## config.mk

```make
export PLATFORM = sky130hd
export DESIGN_NAME = display_serial_scheduler
export DESIGN_NICKNAME = d
export VERILOG_FILES = /design/src/rtl/display_serial_scheduler.sv
export SDC_FILE = /design/constraint.sdc
export NUM_CORES = 1
export LEC_CHECK = 0
export CORE_UTILIZATION = 45
export DETAILED_ROUTE_END_ITERATION = 10
export DONT_BUFFER_PORTS = 1
export PLACE_DENSITY = 0.63
export SLEW_MARGIN = 20
export SYNTH_ARGS = -nofsm -noshare
export SYNTH_HDL_FRONTEND = slang
export SYNTH_SLANG_ARGS = --single-unit
export TNS_END_PERCENT = 1
```

## constraint.sdc

```tcl
create_clock -name clk -period 2.35 [get_ports clk]
set_input_delay 0.3525 -clock clk [delete_from_list [all_inputs] [get_ports clk]]
set_output_delay 0.3525 -clock clk [all_outputs]
set_load 0.01 [all_outputs]
```

## src/rtl/display_serial_scheduler.sv

```systemverilog
// Serial load scheduler for the 4-digit bi-colour seven-segment display.
// Round-robin between frame and brightness words, then shifts and strobes.
module display_serial_scheduler #(
   parameter int FRAME_BITS  = 96,
   parameter int BRIGHT_BITS = 12,
   parameter int CLK_DIV     = 2,
   parameter int GAP_CYCLES  = 4
) (
   input  logic                   clk,
   input  logic                   rst_n,
   input  logic                   frame_valid,
   input  logic [FRAME_BITS-1:0]  frame_data,
   output logic                   frame_ready,
   input  logic                   bright_valid,
   input  logic [BRIGHT_BITS-1:0] bright_data,
   output logic                   bright_ready,
   output logic                   sclk,
   output logic                   sdata,
   output logic                   slatch,
   output logic                   spwm,
   output logic                   busy,
   output logic                   done
);

   localparam int CMAX = (2 * CLK_DIV > GAP_CYCLES) ? 2 * CLK_DIV : GAP_CYCLES;
   localparam int CW   = $clog2(CMAX + 1);
   localparam int BW   = $clog2(FRAME_BITS + 1);
   localparam int PADW = FRAME_BITS - BRIGHT_BITS;

   localparam logic [CW-1:0] PH1     = CW'(CLK_DIV);
   localparam logic [CW-1:0] BIT_END = CW'(2 * CLK_DIV - 1);
   localparam logic [CW-1:0] GAP_END = CW'(GAP_CYCLES - 1);
   localparam logic [BW-1:0] ONE     = BW'(1);

   typedef enum logic [1:0] {
      IDLE,
      SHIFT,
      STROBE,
      GAP
   } state_t;

   state_t                state;
   state_t                state_n;
   logic [FRAME_BITS-1:0] sreg;
   logic [BW-1:0]         bcnt;
   logic [CW-1:0]         cnt;
   logic                  is_frame;
   logic                  last_frame;
   logic                  idle;
   logic                  f_win;
   logic                  b_win;
   logic                  f_acc;
   logic                  b_acc;

   // a lone requester always wins; a contest goes to the class not served last
   assign idle         = (state == IDLE);
   assign f_win        = bright_valid ? (frame_valid & ~last_frame) : 1'b1;
   assign b_win        = frame_valid ? (bright_valid & last_frame) : 1'b1;
   assign frame_ready  = idle & f_win;
   assign bright_ready = idle & b_win;
   assign f_acc        = frame_valid & frame_ready;
   assign b_acc        = bright_valid & bright_ready;

   always_ff @(posedge clk or negedge rst_n) begin
      if (!rst_n) begin
         state <= IDLE;
      end else begin
         state <= state_n;
      end
   end

   always_comb begin
      state_n = state;
      sclk    = 1'b0;
      sdata   = 1'b0;
      slatch  = 1'b0;
      spwm    = 1'b0;
      busy    = 1'b1;
      done    = 1'b0;
      unique case (state)
         IDLE: begin
            busy = 1'b0;
            if (f_acc | b_acc) state_n = SHIFT;
         end
         SHIFT: begin
            sclk  = (cnt >= PH1);
            sdata = sreg[FRAME_BITS-1];
            if (cnt == BIT_END && bcnt == ONE) state_n = STROBE;
         end
         STROBE: begin
            slatch = is_frame;
            spwm   = ~is_frame;
            if (cnt == BIT_END) state_n = GAP;
         end
         GAP: begin
            if (cnt == GAP_END) begin
               done    = 1'b1;
               state_n = IDLE;
            end
         end
         default: state_n = IDLE;
      endcase
   end

   always_ff @(posedge clk or negedge rst_n) begin
      if (!rst_n) begin
         sreg       <= '0;
         bcnt       <= '0;
         cnt        <= '0;
         is_frame   <= 1'b0;
         last_frame <= 1'b0;
      end else begin
         unique case (state)
            IDLE: begin
               cnt <= '0;
               if (f_acc) begin
                  sreg       <= frame_data;
                  bcnt       <= BW'(FRAME_BITS);
                  is_frame   <= 1'b1;
                  last_frame <= 1'b1;
               end else if (b_acc) begin
                  sreg       <= {bright_data, {PADW{1'b0}}};
                  bcnt       <= BW'(BRIGHT_BITS);
                  is_frame   <= 1'b0;
                  last_frame <= 1'b0;
               end
            end
            SHIFT: begin
               if (cnt == BIT_END) begin
                  cnt  <= '0;
                  sreg <= {sreg[FRAME_BITS-2:0], 1'b0};
                  bcnt <= bcnt - ONE;
               end else begin
                  cnt <= cnt + 1'b1;
               end
            end
            STROBE: begin
               if (cnt == BIT_END) cnt <= '0;
               else cnt <= cnt + 1'b1;
            end
            GAP: begin
               if (cnt == GAP_END) cnt <= '0;
               else cnt <= cnt + 1'b1;
            end
            default: cnt <= '0;
         endcase
      end
   end

endmodule
```

==> run metrics, run 1 <==
CTS tree=yes; top post-synthesis cells by count=nor2_1, dfrtp_1, a221oi_1; diode count=0; status=complete, but fails checks; synth warn=0; EDFF count, synth=0; top-area cell type share of the netlist area=a little over half; Buf+Inv Stages, Crit Path=2; vias per cell=approximately 6.2; Max Freq=between 0.4 and 0.5 GHz; clock slew at reported path FFs=0.07 ns; Simple-Gate Fraction of Synth Area=17.92%; share of power burned in registers=a little under two fifths; CP startpoint kind=flip-flop; Post-synth top flop=dfrtp_1; delay-heaviest family, CP=buffers and inverters; Total Routing Usage GR=approximately a fifth; first-pass GRT wire length=~19,000 um; vias in the first global route=around 3.8k; WL/cell=between 15 and 20 um; drt initial violations=~400; Tmin final=around 2.2 ns; adder and majority cell fraction of the synthesized area=1.706%; XOR/XNOR Fraction of Synth Area=0%; share of cells above drive strength 1=between 6 and 7%; ranking of synthesized cells by area=dfrtp_1, a221oi_1, nor2_1; cell with the most instances after synthesis=nor2_1; crit end category=output port; DRT Wirelength=between 10,000 and 15,000 um; Net Sw Power=approximately 3.6 mW; Layout area overhead=7.606%; Yosys cell types=45; Cell Chain, Critical Path=inv_1 > ha_4 > buf_12 > and2_1; grt total ovfl=0; clock sinks=109; Core Util, Final=between 50% and 60%; Critical-path top delay cell=dfrtp_1; ANT nets after route=0; crit path kind=reg -> out; critical path required time=2.00 ns; syn nets=between 600 and 700; Gate power share=a little over two fifths; unrepaired setup endpoints after global routing=no; TritonCTS Buffers=9; pwr dens=roughly 1600 nW/um2; final setup TNS=0 ns; final hold viol count=~110; initial antenna violation count=0; Clock Power Share=between 10% and 20%; largest family of logic cells by synthesized area=compound AO/OA/AOI/OAI gates; Internal Power=roughly 5.5 mW; number of top-level pins=120; Slew @ Worst Pin=0.7180 ns; Initial DRT Pass Iterations=8; Bufs on Longest Clock Path=2; core area=around 11,000 um2; fin crit share=a little over 90%; violated checks=hold timing; max_cap viols=0; total die area=around 12,000 um2; peak per-stage delay on the critical path=between 0.4 and 0.5 ns; Worst Hold Class=in -> async; via count=around 4k; initial core utilization=between 40% and 50%; FF+latch count, synth=roughly 110; top cell type by total area after synthesis=dfrtp_1; Routability Congestion=0.8186; asr flop ratio synth=100.0%; CTS root buffer=clkbuf_16; PortBufs=0; # rows=38; mux contribution to synthesized area=0.4144%; sw frac=39.45%; Post-route DRC=0; final setup fails=0; Compound-Gate Fraction of Synth Area=about a fifth; hpwl dp=about 7400 um; syn avg cell area=about 9.7 um2; Worst Path Arrival=approximately 1.8 ns; cell area after synthesis=5132 um2; Hold WS=-0.3021 ns; Clock Latency Late Sink=around 0.34 ns; Crit Path Max Fanout=88; Max VDD drop=711.8 uV; Worst Skew=0.006446 ns; CTS H-tree lvls=3; Die H=around 110 um; fin nets=618; Seq/Total Area, Yosys=about 53%; Relative slew margins=between 50% and 60%; largest net degree at the start of global routing=110; Pins Over Slew Limit=0; Post-Syn Instances=527; DIE WIDTH=108.8 um; Leakage=roughly 2.3 nW
-- final timing paths --
path | start | to | slack (ns) | cells past startpoint
min in group clk | bright_valid | last_frame | 0.12 | 1
max in group asynchronous | rst_n | cnt[0] | 2.48 | 0
worst max register to register | state[0] | sreg[41] | 0.28 | 7
worst max-delay path | state[1] | sdata | 0.19 | 4
worst min-delay path | rst_n | sreg[4] | -0.30 | 0
worst min register to register | cnt[0] | cnt[0] | 0.45 | 1
-- routing by layer --
layer / share of wire [%] / wire, um / vias to the layer above / track usage (%)
met5: 0 / 0 / - / 0
met4: 2.2 / 260 / 0 / 10.14
met3: 7.5 / 895 / 22 / 5.200
met2: 47 / 5663 / 140 / 32.82
met1: 43 / 5107 / 1960 / 27.18
li1: - / - / 1872 / -
-- sequential cells by signal, indices dropped and copies added (netlist names) --
name / cells
bcnt: 7
cnt: 3
last_frame: 1
sreg: 96
state: 2
-- cell families (layout without fill, tap and decap cells) --
| kind of cell | count (synthesis) | count (layout) |
|---|---|---|
| compound gates | 134 | 134 |
| fa+ha+maj | 7 | 7 |
| buf+inv | 54 | 31 |
| flops | 109 | 109 |
| mux | 2 | 2 |
| simple gates | 221 | 221 |
-- power by group through the flow --
| stage | clock, mW | combinational (mW) | sequential [mW] |
|---|---|---|---|
| after floorplan | 0 | 3.34 | 3.34 |
| after global placement | 0 | 3.88 | 3.46 |
| after detailed placement | 0 | 4.03 | 3.50 |
| after CTS | 1.68 | 4.04 | 3.48 |
| after global routing | 1.75 | 4.57 | 3.61 |
| final | 1.64 | 3.98 | 3.48 |
-- per-stage QoR --
stage	instances	total power, mW	instance area (um2)	setup slack (ns)
after CTS	644	9.194	5520	0.07289
after detailed placement	628	7.531	5201	0.1413
after global placement	628	7.340	5201	0.2120
after global routing	644	9.922	5523	0.08738
after floorplan	527	6.681	5132	0.5356
final	644	9.095	5523	0.1867
-- cell usage in the layout, fill, tap and decap left out, drive strengths merged, types with 4 or more instances in the layout --
master,n
a21oi,20
a221oi,83
nor2,186
buf,9
clkbuf,13
a31oi,4
inv,6
o21ai,5
dfrtp,109
nand2,8
a222oi,12
ha,7
-- timing repair --
action	CTS	global route
endpoints found under the hold margin	109	109
resized for setup	0	1
endpoints found under the setup margin	0	17
setup buffers	0	0
-- layout make-up --
class                   instances  area (um2)
clock buffers                  13       250.2
clock inverters                 3       68.82
repair buffers                  9       130.1
flip-flops and latches        109        2728
inverters                       6       22.52
multi-input cells             364        2148
fillers                      1029        5460
well taps                     140       175.2
Note: power is estimated with default switching activity, not from simulation.
==> run 2, diff against run 1 <==
--- a/config.mk
+++ b/config.mk
@@ -9,6 +9,7 @@
 export DETAILED_ROUTE_END_ITERATION = 10
 export DONT_BUFFER_PORTS = 1
 export PLACE_DENSITY = 0.63
+export SETUP_SLACK_MARGIN = 0.2
 export SLEW_MARGIN = 20
 export SYNTH_ARGS = -nofsm -noshare
 export SYNTH_HDL_FRONTEND = slang
==> run metrics, run 2 (same netlist as run 1, synthesis figures left out) <==
Worst R2R End=sreg[80] (was sreg[41]); PortBufs=0 (unchanged); share of power burned in registers=37.7% (was 38.2%); Cell Chain, Critical Path=inv_1 > ha_4 > nand3b_1 > a21o_2 > buf_12 > a221oi_1 > nor2_1 (was inv_1 > ha_4 > buf_12 > and2_1); CTS H-tree lvls=3 (unchanged); Bufs on Longest Clock Path=2 (unchanged); placed cell areas=5201 um2 (unchanged); Multi-input gate area=2148 um2 (unchanged); Worst Path Arrival=2.32 ns (was 1.81 ns); Worst Slack Setup Final=0.2493 ns (was 0.1867 ns); CTS root buffer=clkbuf_16 (unchanged); Pins Over Slew Limit=0 (unchanged); CTS tree=yes (unchanged); reg2reg setup slack=0.25 ns (was 0.28 ns); Pwr Total=9.222 mW (was 9.095 mW); Layout area overhead=8.313% (was 7.606%); TritonCTS Buffers=9 (unchanged); Hold WS=-0.3034 ns (was -0.3021 ns); pwr dens=1659 nW/um2 (was 1647 nW/um2); WL/cell=19.17 um (was 18.52 um); Net Sw Power=3.655 mW (was 3.588 mW); Slew @ Worst Pin=0.7302 ns (was 0.7180 ns); final std cells w/o fill=645 (was 644); met1 usage=27.18% (unchanged); final hold viol count=109 (unchanged); final setup fails=0 (unchanged); reg2reg path depth=7 (unchanged); Clock Latency Late Sink=0.34 ns (about the same); max_cap viols=0 (unchanged); hpwl dp=7432 um (unchanged); number of top-level pins=120 (unchanged); diode count=0 (unchanged); GRT met3 Usage=5.200% (unchanged); most common cell after layout, fill and taps aside=nor2_1 (unchanged); DRT Wirelength=12,360 um (was 11,930 um); Crit Path Max Fanout=28 (was 88); Worst Skew=0.005464 ns (was 0.006446 ns); largest net degree at the start of global routing=110 (unchanged); via count=4,019 (was 3,994); crit path kind=reg -> reg (was reg -> out); Internal Power=5.567 mW (was 5.508 mW); # rows=38 (unchanged); peak per-stage delay on the critical path=0.41 ns (about the same); clock slew at reported path FFs=0.07 ns (about the same); grt total ovfl=0 (unchanged); Relative slew margins=51.16% (was 51.98%); Critical-path top delay cell=dfrtp_1 (unchanged); drt initial violations=370 (was 399); Max VDD drop=659.6 uV (was 711.8 uV); violated checks=hold timing (unchanged); Total Routing Usage GR=21.01% (was 20.96%); first-pass GRT wire length=19,160 um (was 19,120 um); crit end category=flip-flop (was output port); Setup crit start=state[1] (unchanged); Post-CTS Setup Inserts=0 (unchanged); critical path required time=2.57 ns (was 2.00 ns); fin crit share=89.39% (was 92.05%); Initial DRT Pass Iterations=7 (was 8); initial antenna violation count=0 (unchanged); ANT nets after route=0 (unchanged); Gate power share=44.5% (was 43.8%); Fillers=1,028 (was 1,029); fin nets=619 (was 618); final setup TNS=0 ns (unchanged); DIE WIDTH=108.8 um (unchanged); most frequent cells in the layout=nor2_1, dfrtp_1, a221oi_1 (unchanged); Worst Hold Class=in -> async (unchanged); Place WS=0.1413 ns (unchanged); sw frac=39.63% (was 39.45%); register area=2728 um2 (unchanged); Routability Congestion=0.8186 (unchanged); unrepaired setup endpoints after global routing=yes (was no); reg2reg start=state[1] (was state[0]); Tmin final=2.101 ns (was 2.163 ns); total die area=11,840 um2 (unchanged); initial core utilization=46.73% (unchanged); vias per cell=6.231 (was 6.202); Post-route DRC=0 (unchanged); Cells after DPL=628 (unchanged); met2 Track Usage GR=33.00% (was 32.82%); clock sinks=109 (unchanged); Clock Power Share=17.7% (was 18.0%); Leakage=2.299 nW (was 2.283 nW); Core Util, Final=50.62% (was 50.28%); core area=10,980 um2 (unchanged); Reg with most FFs=sreg (unchanged); Die H=108.8 um (unchanged); Max Freq=0.4760 GHz (was 0.4623 GHz); Top Registers=sreg x96, bcnt x7, cnt x3 (unchanged); vias in the first global route=3,797 (was 3,789); fin area=5559 um2 (was 5523 um2); share of cells above drive strength 1=6.931% (was 6.746%); Largest register FFs=96 (unchanged); status=complete, but fails checks (unchanged); CP startpoint kind=flip-flop (unchanged); GR peak layer=met2 (unchanged)
==> run 2: changes by cell type in the layout (fill, tap and decap cells not counted) <==
cell | previous run | this run
buf_12 | 5 | 4
buf_16 | 0 | 1
buf_4 | 4 | 3
buf_6 | 0 | 1
clkbuf_16 | 9 | 10
==> run 2: area by class of cell <==
type | count | share of cell area, %
clock buffers | 13 | 4.501
repair buffers | 10 | 2.993
multi-input cells | 364 | 38.65
flip-flops and latches | 109 | 49.07
clock inverters | 3 | 1.238
well taps | 140 | 3.151
inverters | 6 | 0.4051
==> run 2: worst max-delay path by stage <==
stage	to	slack, ns	cells past startpoint
after floorplan	sdata	0.54	6
after global placement	sreg[21]	0.21	7
after detailed placement	sreg[41]	0.14	7
after CTS	sdata	0.16	4
after global routing	sreg[29]	0.11	7
final	sreg[80]	0.25	7
==> run 2: power by group through the flow <==
stage	registers, mW	logic [mW]	clock network (mW)
after floorplan	3.34	3.34	0
after global placement	3.46	3.88	0
after detailed placement	3.50	4.03	0
after CTS	3.48	4.04	1.68
after global routing	3.61	4.68	1.75
final	3.48	4.11	1.64
==> run 2: timing repair <==
action                                  in CTS  in global routing
hold endpoints to repair                   109                109
endpoints found under the setup margin      54                 64
cloned                                       0                  1
gates resized for setup                      1                  2
==> run 2: metal layers <==
layer,wire [um],share of wire [%]
met1,5421,44
met4,229,1.9
met2,5851,47
met5,0,0
met3,862,7.0
==> run 2: worst max-delay path: cells and delay by family (launching register included) <==
family | cells | cell delay [ns]
and+or+nand+nor | 2 | 0.28
DFF | 1 | 0.41
AOI/OAI and AO/OA | 2 | 0.62
buffers and inverters | 2 | 0.30
adders and majority gates | 1 | 0.34
